$ cat src/rtl/pipelined_addsub_if.sv
// Operand (in_*) and result (out_*) handshake bundle for pipelined_addsub.
// in_sat is present only when PIPELINED_ADDSUB_SAT_EN is defined.
interface pipelined_addsub_if #(
  parameter int WIDTH = 32,
  parameter int TAG_W = 5
);
  logic             in_valid;
  logic             in_ready;
  logic [WIDTH-1:0] in_a;
  logic [WIDTH-1:0] in_b;
  logic             in_sub;
  logic [TAG_W-1:0] in_tag;
`ifdef PIPELINED_ADDSUB_SAT_EN
  logic             in_sat;
`endif
  logic             out_valid;
  logic             out_ready;
  logic [WIDTH-1:0] out_result;
  logic             out_carry;
  logic             out_ovf;
  logic             out_zero;
  logic [TAG_W-1:0] out_tag;

  modport master (
`ifdef PIPELINED_ADDSUB_SAT_EN
    output in_sat,
`endif
    output in_valid, in_a, in_b, in_sub, in_tag, out_ready,
    input  in_ready, out_valid, out_result, out_carry, out_ovf, out_zero, out_tag
  );

  modport slave (
`ifdef PIPELINED_ADDSUB_SAT_EN
    input  in_sat,
`endif
    input  in_valid, in_a, in_b, in_sub, in_tag, out_ready,
    output in_ready, out_valid, out_result, out_carry, out_ovf, out_zero, out_tag
  );
endinterface

$ cat src/rtl/pipelined_addsub.sv
// Pipelined add/subtract: one BLOCK-bit slice per stage, registered carry, latency WIDTH/BLOCK.
// Optional signed saturation is enabled with the macro PIPELINED_ADDSUB_SAT_EN.
module pipelined_addsub #(
  parameter int WIDTH = 32,
  parameter int BLOCK = 8,
  parameter int TAG_W = 5
) (
  input  logic              clock,
  input  logic              reset_n,
  pipelined_addsub_if.slave bus
);
  localparam int STAGES = WIDTH / BLOCK;

  logic             advance;
  logic             out_valid_reg;
  logic             out_carry_reg;
  logic             out_ovf_reg;
  logic             out_zero_reg;
  logic [WIDTH-1:0] out_result_reg;
  logic [TAG_W-1:0] out_tag_reg;

  // The whole pipe moves together; any stall at the output freezes every stage.
  assign advance        = !out_valid_reg || bus.out_ready;
  assign bus.in_ready   = advance;
  assign bus.out_valid  = out_valid_reg;
  assign bus.out_result = out_result_reg;
  assign bus.out_carry  = out_carry_reg;
  assign bus.out_ovf    = out_ovf_reg;
  assign bus.out_zero   = out_zero_reg;
  assign bus.out_tag    = out_tag_reg;

  for (genvar gi = 0; gi < STAGES; gi++) begin : g_stage
    localparam int LO = gi * BLOCK;

    logic [BLOCK-1:0]    a_sl;
    logic [BLOCK-1:0]    b_sl;
    logic [BLOCK-1:0]    s_sl;
    logic                cin;
    logic                cout;
    logic                v_in;
    logic [TAG_W-1:0]    tag_in;
    logic [LO+BLOCK-1:0] sum_w;
`ifdef PIPELINED_ADDSUB_SAT_EN
    logic                sat_in;
`endif

    assign {cout, s_sl} = {1'b0, a_sl} + {1'b0, b_sl} + {{BLOCK{1'b0}}, cin};

    // Subtraction enters as A + ~B with in_sub as the carry-in of slice 0.
    if (gi == 0) begin : g_src
      assign a_sl   = bus.in_a[BLOCK-1:0];
      assign b_sl   = bus.in_b[BLOCK-1:0] ^ {BLOCK{bus.in_sub}};
      assign cin    = bus.in_sub;
      assign v_in   = bus.in_valid;
      assign tag_in = bus.in_tag;
      assign sum_w  = s_sl;
`ifdef PIPELINED_ADDSUB_SAT_EN
      assign sat_in = bus.in_sat;
`endif
    end else begin : g_src
      assign a_sl   = g_stage[gi-1].g_reg.a_hi_reg[BLOCK-1:0];
      assign b_sl   = g_stage[gi-1].g_reg.b_hi_reg[BLOCK-1:0];
      assign cin    = g_stage[gi-1].g_reg.c_reg;
      assign v_in   = g_stage[gi-1].g_reg.v_reg;
      assign tag_in = g_stage[gi-1].g_reg.tag_reg;
      assign sum_w  = {s_sl, g_stage[gi-1].g_reg.sum_reg};
`ifdef PIPELINED_ADDSUB_SAT_EN
      assign sat_in = g_stage[gi-1].g_reg.sat_reg;
`endif
    end

    if (gi < STAGES - 1) begin : g_reg
      localparam int HI_W = WIDTH - LO - BLOCK;

      // Operand slices not yet added are skewed forward; finished sum bits are deskewed below.
      logic [HI_W-1:0]     a_hi_in;
      logic [HI_W-1:0]     b_hi_in;
      logic [HI_W-1:0]     a_hi_reg;
      logic [HI_W-1:0]     b_hi_reg;
      logic [LO+BLOCK-1:0] sum_reg;
      logic                c_reg;
      logic                v_reg;
      logic [TAG_W-1:0]    tag_reg;
`ifdef PIPELINED_ADDSUB_SAT_EN
      logic                sat_reg;
`endif

      if (gi == 0) begin : g_hi
        assign a_hi_in = bus.in_a[WIDTH-1:BLOCK];
        assign b_hi_in = bus.in_b[WIDTH-1:BLOCK] ^ {HI_W{bus.in_sub}};
      end else begin : g_hi
        assign a_hi_in = g_stage[gi-1].g_reg.a_hi_reg[WIDTH-LO-1:BLOCK];
        assign b_hi_in = g_stage[gi-1].g_reg.b_hi_reg[WIDTH-LO-1:BLOCK];
      end

      always_ff @(posedge clock) begin
        if (!reset_n) begin
          v_reg    <= 1'b0;
          c_reg    <= 1'b0;
          sum_reg  <= '0;
          a_hi_reg <= '0;
          b_hi_reg <= '0;
          tag_reg  <= '0;
`ifdef PIPELINED_ADDSUB_SAT_EN
          sat_reg  <= 1'b0;
`endif
        end else if (advance) begin
          v_reg    <= v_in;
          c_reg    <= cout;
          sum_reg  <= sum_w;
          a_hi_reg <= a_hi_in;
          b_hi_reg <= b_hi_in;
          tag_reg  <= tag_in;
`ifdef PIPELINED_ADDSUB_SAT_EN
          sat_reg  <= sat_in;
`endif
        end
      end
    end else begin : g_out
      logic             ovf_w;
      logic [WIDTH-1:0] res_w;

      // Carry into the MSB is recovered from the MSB sum bit of the last slice.
      assign ovf_w = a_sl[BLOCK-1] ^ b_sl[BLOCK-1] ^ s_sl[BLOCK-1] ^ cout;

`ifdef PIPELINED_ADDSUB_SAT_EN
      assign res_w = (sat_in && ovf_w) ? {a_sl[BLOCK-1], {(WIDTH-1){!a_sl[BLOCK-1]}}} : sum_w;
`else
      assign res_w = sum_w;
`endif

      always_ff @(posedge clock) begin
        if (!reset_n) begin
          out_valid_reg  <= 1'b0;
          out_result_reg <= '0;
          out_carry_reg  <= 1'b0;
          out_ovf_reg    <= 1'b0;
          out_zero_reg   <= 1'b0;
          out_tag_reg    <= '0;
        end else if (advance) begin
          out_valid_reg  <= v_in;
          out_result_reg <= res_w;
          out_carry_reg  <= cout;
          out_ovf_reg    <= ovf_w;
          out_zero_reg   <= (res_w == '0);
          out_tag_reg    <= tag_in;
        end
      end
    end
  end
endmodule
$ cat src/flat_wrapper.sv
// flat-port wrapper written by rule: the top's interface ports become plain ports
module pipelined_addsub_flat 
#(
  parameter int WIDTH = 32,
  parameter int BLOCK = 8,
  parameter int TAG_W = 5
)
  (clock, reset_n, bus_in_valid, bus_in_a, bus_in_b, bus_in_sub, bus_in_tag, bus_out_ready, bus_in_ready, bus_out_valid, bus_out_result, bus_out_carry, bus_out_ovf, bus_out_zero, bus_out_tag);
  pipelined_addsub_if #(.WIDTH(WIDTH), .TAG_W(TAG_W)) bus_i ();
  input  logic clock;
  input  logic reset_n;
  input wire logic [$bits(bus_i.in_valid)-1:0] bus_in_valid;
  input wire logic [$bits(bus_i.in_a)-1:0] bus_in_a;
  input wire logic [$bits(bus_i.in_b)-1:0] bus_in_b;
  input wire logic [$bits(bus_i.in_sub)-1:0] bus_in_sub;
  input wire logic [$bits(bus_i.in_tag)-1:0] bus_in_tag;
  input wire logic [$bits(bus_i.out_ready)-1:0] bus_out_ready;
  output wire logic [$bits(bus_i.in_ready)-1:0] bus_in_ready;
  output wire logic [$bits(bus_i.out_valid)-1:0] bus_out_valid;
  output wire logic [$bits(bus_i.out_result)-1:0] bus_out_result;
  output wire logic [$bits(bus_i.out_carry)-1:0] bus_out_carry;
  output wire logic [$bits(bus_i.out_ovf)-1:0] bus_out_ovf;
  output wire logic [$bits(bus_i.out_zero)-1:0] bus_out_zero;
  output wire logic [$bits(bus_i.out_tag)-1:0] bus_out_tag;
  assign bus_i.in_valid = bus_in_valid;
  assign bus_i.in_a = bus_in_a;
  assign bus_i.in_b = bus_in_b;
  assign bus_i.in_sub = bus_in_sub;
  assign bus_i.in_tag = bus_in_tag;
  assign bus_i.out_ready = bus_out_ready;
  assign bus_in_ready = bus_i.in_ready;
  assign bus_out_valid = bus_i.out_valid;
  assign bus_out_result = bus_i.out_result;
  assign bus_out_carry = bus_i.out_carry;
  assign bus_out_ovf = bus_i.out_ovf;
  assign bus_out_zero = bus_i.out_zero;
  assign bus_out_tag = bus_i.out_tag;
  pipelined_addsub #(.WIDTH(WIDTH), .BLOCK(BLOCK), .TAG_W(TAG_W)) u_core (.clock(clock), .reset_n(reset_n), .bus(bus_i));
endmodule
$ cat config.mk
export PLATFORM = sky130hd
export DESIGN_NAME = pipelined_addsub_flat
export DESIGN_NICKNAME = d
export VERILOG_FILES = /design/src/rtl/pipelined_addsub_if.sv /design/src/rtl/pipelined_addsub.sv /design/src/flat_wrapper.sv
export SDC_FILE = /design/constraint.sdc
export NUM_CORES = 1
export LEC_CHECK = 0
export BUFFER_PORTS_ARGS = -buffer_cell sky130_fd_sc_hd__buf_2
export CORE_ASPECT_RATIO = 1.75
export CORE_UTILIZATION = 50
export DETAILED_ROUTE_END_ITERATION = 16
export GPL_ROUTABILITY_DRIVEN = 0
export PLACE_DENSITY = 0.74
export SYNTH_ARGS = -nofsm -noshare
export SYNTH_HDL_FRONTEND = slang
export SYNTH_SLANG_ARGS = --single-unit
$ cat constraint.sdc
create_clock -name clock -period 3 [get_ports clock]
set_clock_uncertainty 0.05 [all_clocks]
set_input_delay 0.6 -clock clock [delete_from_list [all_inputs] [get_ports clock]]
set_output_delay 0.6 -clock clock [all_outputs]
set_load 0.1 [all_outputs]
==> results.py <==
metrics = {
    "run_status": {
        "status": "complete, no violations",
    },
    "critical_path": {
        "crit_path_end_kind": "flip-flop",
        "critPathKind": "flip-flop to flip-flop",
        "r2r_start": "u_core.g_stage[2].g_reg.b_hi_reg[0]",
        "worstSetupStartpoint": "u_core.g_stage[2].g_reg.b_hi_reg[0]",
        "cp.required_ps": 3370,
        "startpoint_type": "flip-flop",
        "worstPathMaxFanout": 2,
        "cp.arrival_ps": 2900,
        "r2r_cells": 9,
        "reg2reg_slack_ps": 470,
    },
    "finish": {
        "final_core_util_pct": 59.42,
        "regArea_um2": 4124,
        "area_delta_synth_final_pct": 15.49,
        "drive_gt1_share_pct": 14.39,
        "nets": 1242,
        "fill_cells": 1639,
        "antennaDiodeCount": 0,
        "multi_input_area_um2": 4586,
    },
    "clocking": {
        "cts_tree": "yes",
        "clkSinkCount": 206,
        "post_cts_buffers": 0,
        "ctsHoldBuffers": 0,
        "cts_made_buffers": 20,
        "cts-htree-levels": 1,
        "cts_root_buf": "clkbuf_16",
        "cts_resized": 0,
        "clock_path_buffers": 3,
        "insertion_delay_ps": 490,
        "path_clk_slew_ps": 60,
    },
    "global_route": {
        "grt_pass1_wl_um": 32780,
        "track_usage_pct": 21.07,
        "grt-ovfl-total": 0,
        "grt_max_degree": 182,
        "grt_antenna_before_repair": 0,
        "grt_pass1_vias": 6823,
    },
    "sta": {
        "rsz0062_at_grt": "no",
        "fin_crit_ps": 2534,
        "final-setup-viol-count": 0,
        "max_freq_mhz": 394.6,
        "hold_slack_ps": 298.3,
        "maxSlewHeadroom_pct": 47.41,
        "hold_violations": 0,
        "tns_ps": 0,
        "worst_slew_pin_slew_ps": 788.8,
        "period_share_pct": 84.47,
        "slew_viol_final": 0,
    },
    "synthesis": {
        "ys_warn_count": 0,
        "synth_top_area_share_pct": 45.50,
        "async_flop_share_pct": 0,
        "netlist_area_um2": 9064,
        "synth_top_area_cell": "dfxtp_1",
        "syn_inst": 1061,
        "ys_ff_latch": 206,
        "synth_fp_nets": 1170,
        "ys_types": 44,
        "avgSynthCellArea_um2": 8.543,
        "synth_flop_cell": "dfxtp_1",
        "synth_seq_area_share_pct": 45.50,
        "synth_edf_count": 0,
        "synthTopCellsByArea": "dfxtp_1, nand2_1, a21boi_0",
    },
    "min_path": {
        "worstHoldStart": "bus_in_a[11]",
        "hold_path_depth": 3,
        "hp-class": "primary input to flip-flop",
    },
    "die": {
        "core_um2": 17620,
        "dieHeight_um": 180.1,
        "row_count": 64,
        "top_level_ports": 116,
        "die_x_um": 103.8,
        "start_util_pct": 51.45,
        "dieArea_um2": 18690,
    },
    "flow_run": {
        "max_cap_violations": 0,
    },
    "routing": {
        "first_pass_iters": 5,
        "wl_per_cell_um": 14.15,
        "via_count": 7187,
        "drc": 0,
        "drtIter0Drc": 307,
        "wirelength_um": 19500,
        "route.antenna.remaining_nets": 0,
        "via_per_inst": 5.216,
    },
    "place": {
        "hpwl_um": 13420,
        "io_buffers": 115,
    },
    "power": {
        "power.leakage_nw": 4.574,
        "ir_worst_vdd_v": 0.0003709,
        "cellPowerDensity_nw_per_um2": 609.8,
    },
}
-- power by group --
group / leakage (nW) / switching, mW / internal, mW / total (mW)
sequential: 1.69 / 0.105 / 2.91 / 3.01
clock: 0.342 / 1.04 / 1.55 / 2.58
combinational: 2.54 / 0.473 / 0.312 / 0.785
total: 4.57 / 1.61 / 4.77 / 6.38
-- metal layers --
layer,share of wire (%),up-vias,track usage (%)
li1,-,3695,-
met1,42,3328,24.92
met2,51,130,38.52
met3,3.9,34,2.785
met4,2.8,0,7.771
met5,0,-,0
-- logic make-up (layout without fill, tap and decap cells) --
family / count (synthesis) / in the layout / share of synthesized area, %
AOI/OAI and AO/OA: 257 / 257 / 21.15
xor gates and xnor gates: 48 / 48 / 4.638
adders and majority gates: 35 / 35 / 5.411
buffers and inverters: 95 / 181 / 3.990
DFF: 206 / 206 / 45.50
muxes: 1 / 1 / 0.1242
and+or+nand+nor: 419 / 419 / 19.19
-- metrics by stage --
stage | area [um2] | cells | total power, mW | worst slack, ps
after floorplan | 9064 | 1061 | 3.640 | 23.64
after global placement | 9782 | 1342 | 3.844 | 404.5
after detailed placement | 9782 | 1342 | 3.862 | 364.1
after CTS | 10470 | 1378 | 6.438 | 423.7
after global routing | 10470 | 1378 | 6.652 | 282.1
final | 10470 | 1378 | 6.383 | 466.0
-- cell usage in the layout, fill, tap and decap left out, types with 3 or more instances in the layout --
| master | instances |
|---|---|
| or3_1 | 5 |
| inv_1 | 19 |
| a21boi_0 | 150 |
| and3_1 | 3 |
| fa_1 | 7 |
| nand4b_1 | 4 |
| nand2_1 | 349 |
| clkbuf_8 | 4 |
| xor2_1 | 11 |
| a21oi_1 | 14 |
| clkinv_2 | 6 |
| buf_4 | 7 |
| xnor2_1 | 37 |
| buf_12 | 4 |
| a31oi_1 | 5 |
| ha_1 | 28 |
| a21o_1 | 10 |
| and2_1 | 8 |
| nor2_1 | 7 |
| nand3b_1 | 4 |
| clkbuf_16 | 21 |
| nor3_1 | 5 |
| o21ai_0 | 22 |
| o211a_1 | 35 |
| o211ai_1 | 10 |
| dfxtp_1 | 206 |
| o21bai_1 | 3 |
| buf_2 | 114 |
| nor4_1 | 4 |
| nand3_1 | 19 |
-- final cells by class --
cell class                      instances  area share, %
Sequential cell                       206          39.40
Multi-Input combinational cell        760          43.81
Inverter                               20         0.7650
Clock inverter                          9         0.9323
Tap cell                              231          2.761
Clock buffer                           27          5.618
Timing Repair Buffer                  125          6.718
-- synth_stat cells, drive strengths merged, types with 8 or more instances --
library cell and number:
o21ai 24, o211ai 10, nand2 349, xor2 11
a21boi 151, a21o 10, xnor2 37, clkbuf 69
ha 28, nand3 19, o211a 35, inv 20
dfxtp 206, and2 8, a21oi 14
-- critical path, stage by stage, from the launching register on --
cell	delay, ps
dfxtp_1	370
fa_1	200
inv_1	60
fa_1	490
nor4b_2	210
nand4_1	120
nor3_1	210
nand3_1	100
or4b_1	510
a21boi_1	140
-- path summary, 6_finish.rpt --
path / endpoint
min: u_core.g_stage[0].g_reg.a_hi_reg[3]
min reg2reg: u_core.g_stage[2].g_reg.b_hi_reg[1]
max: u_core.bus.out_zero
max reg2reg: u_core.bus.out_zero
Power figures use the tool's default switching activity.
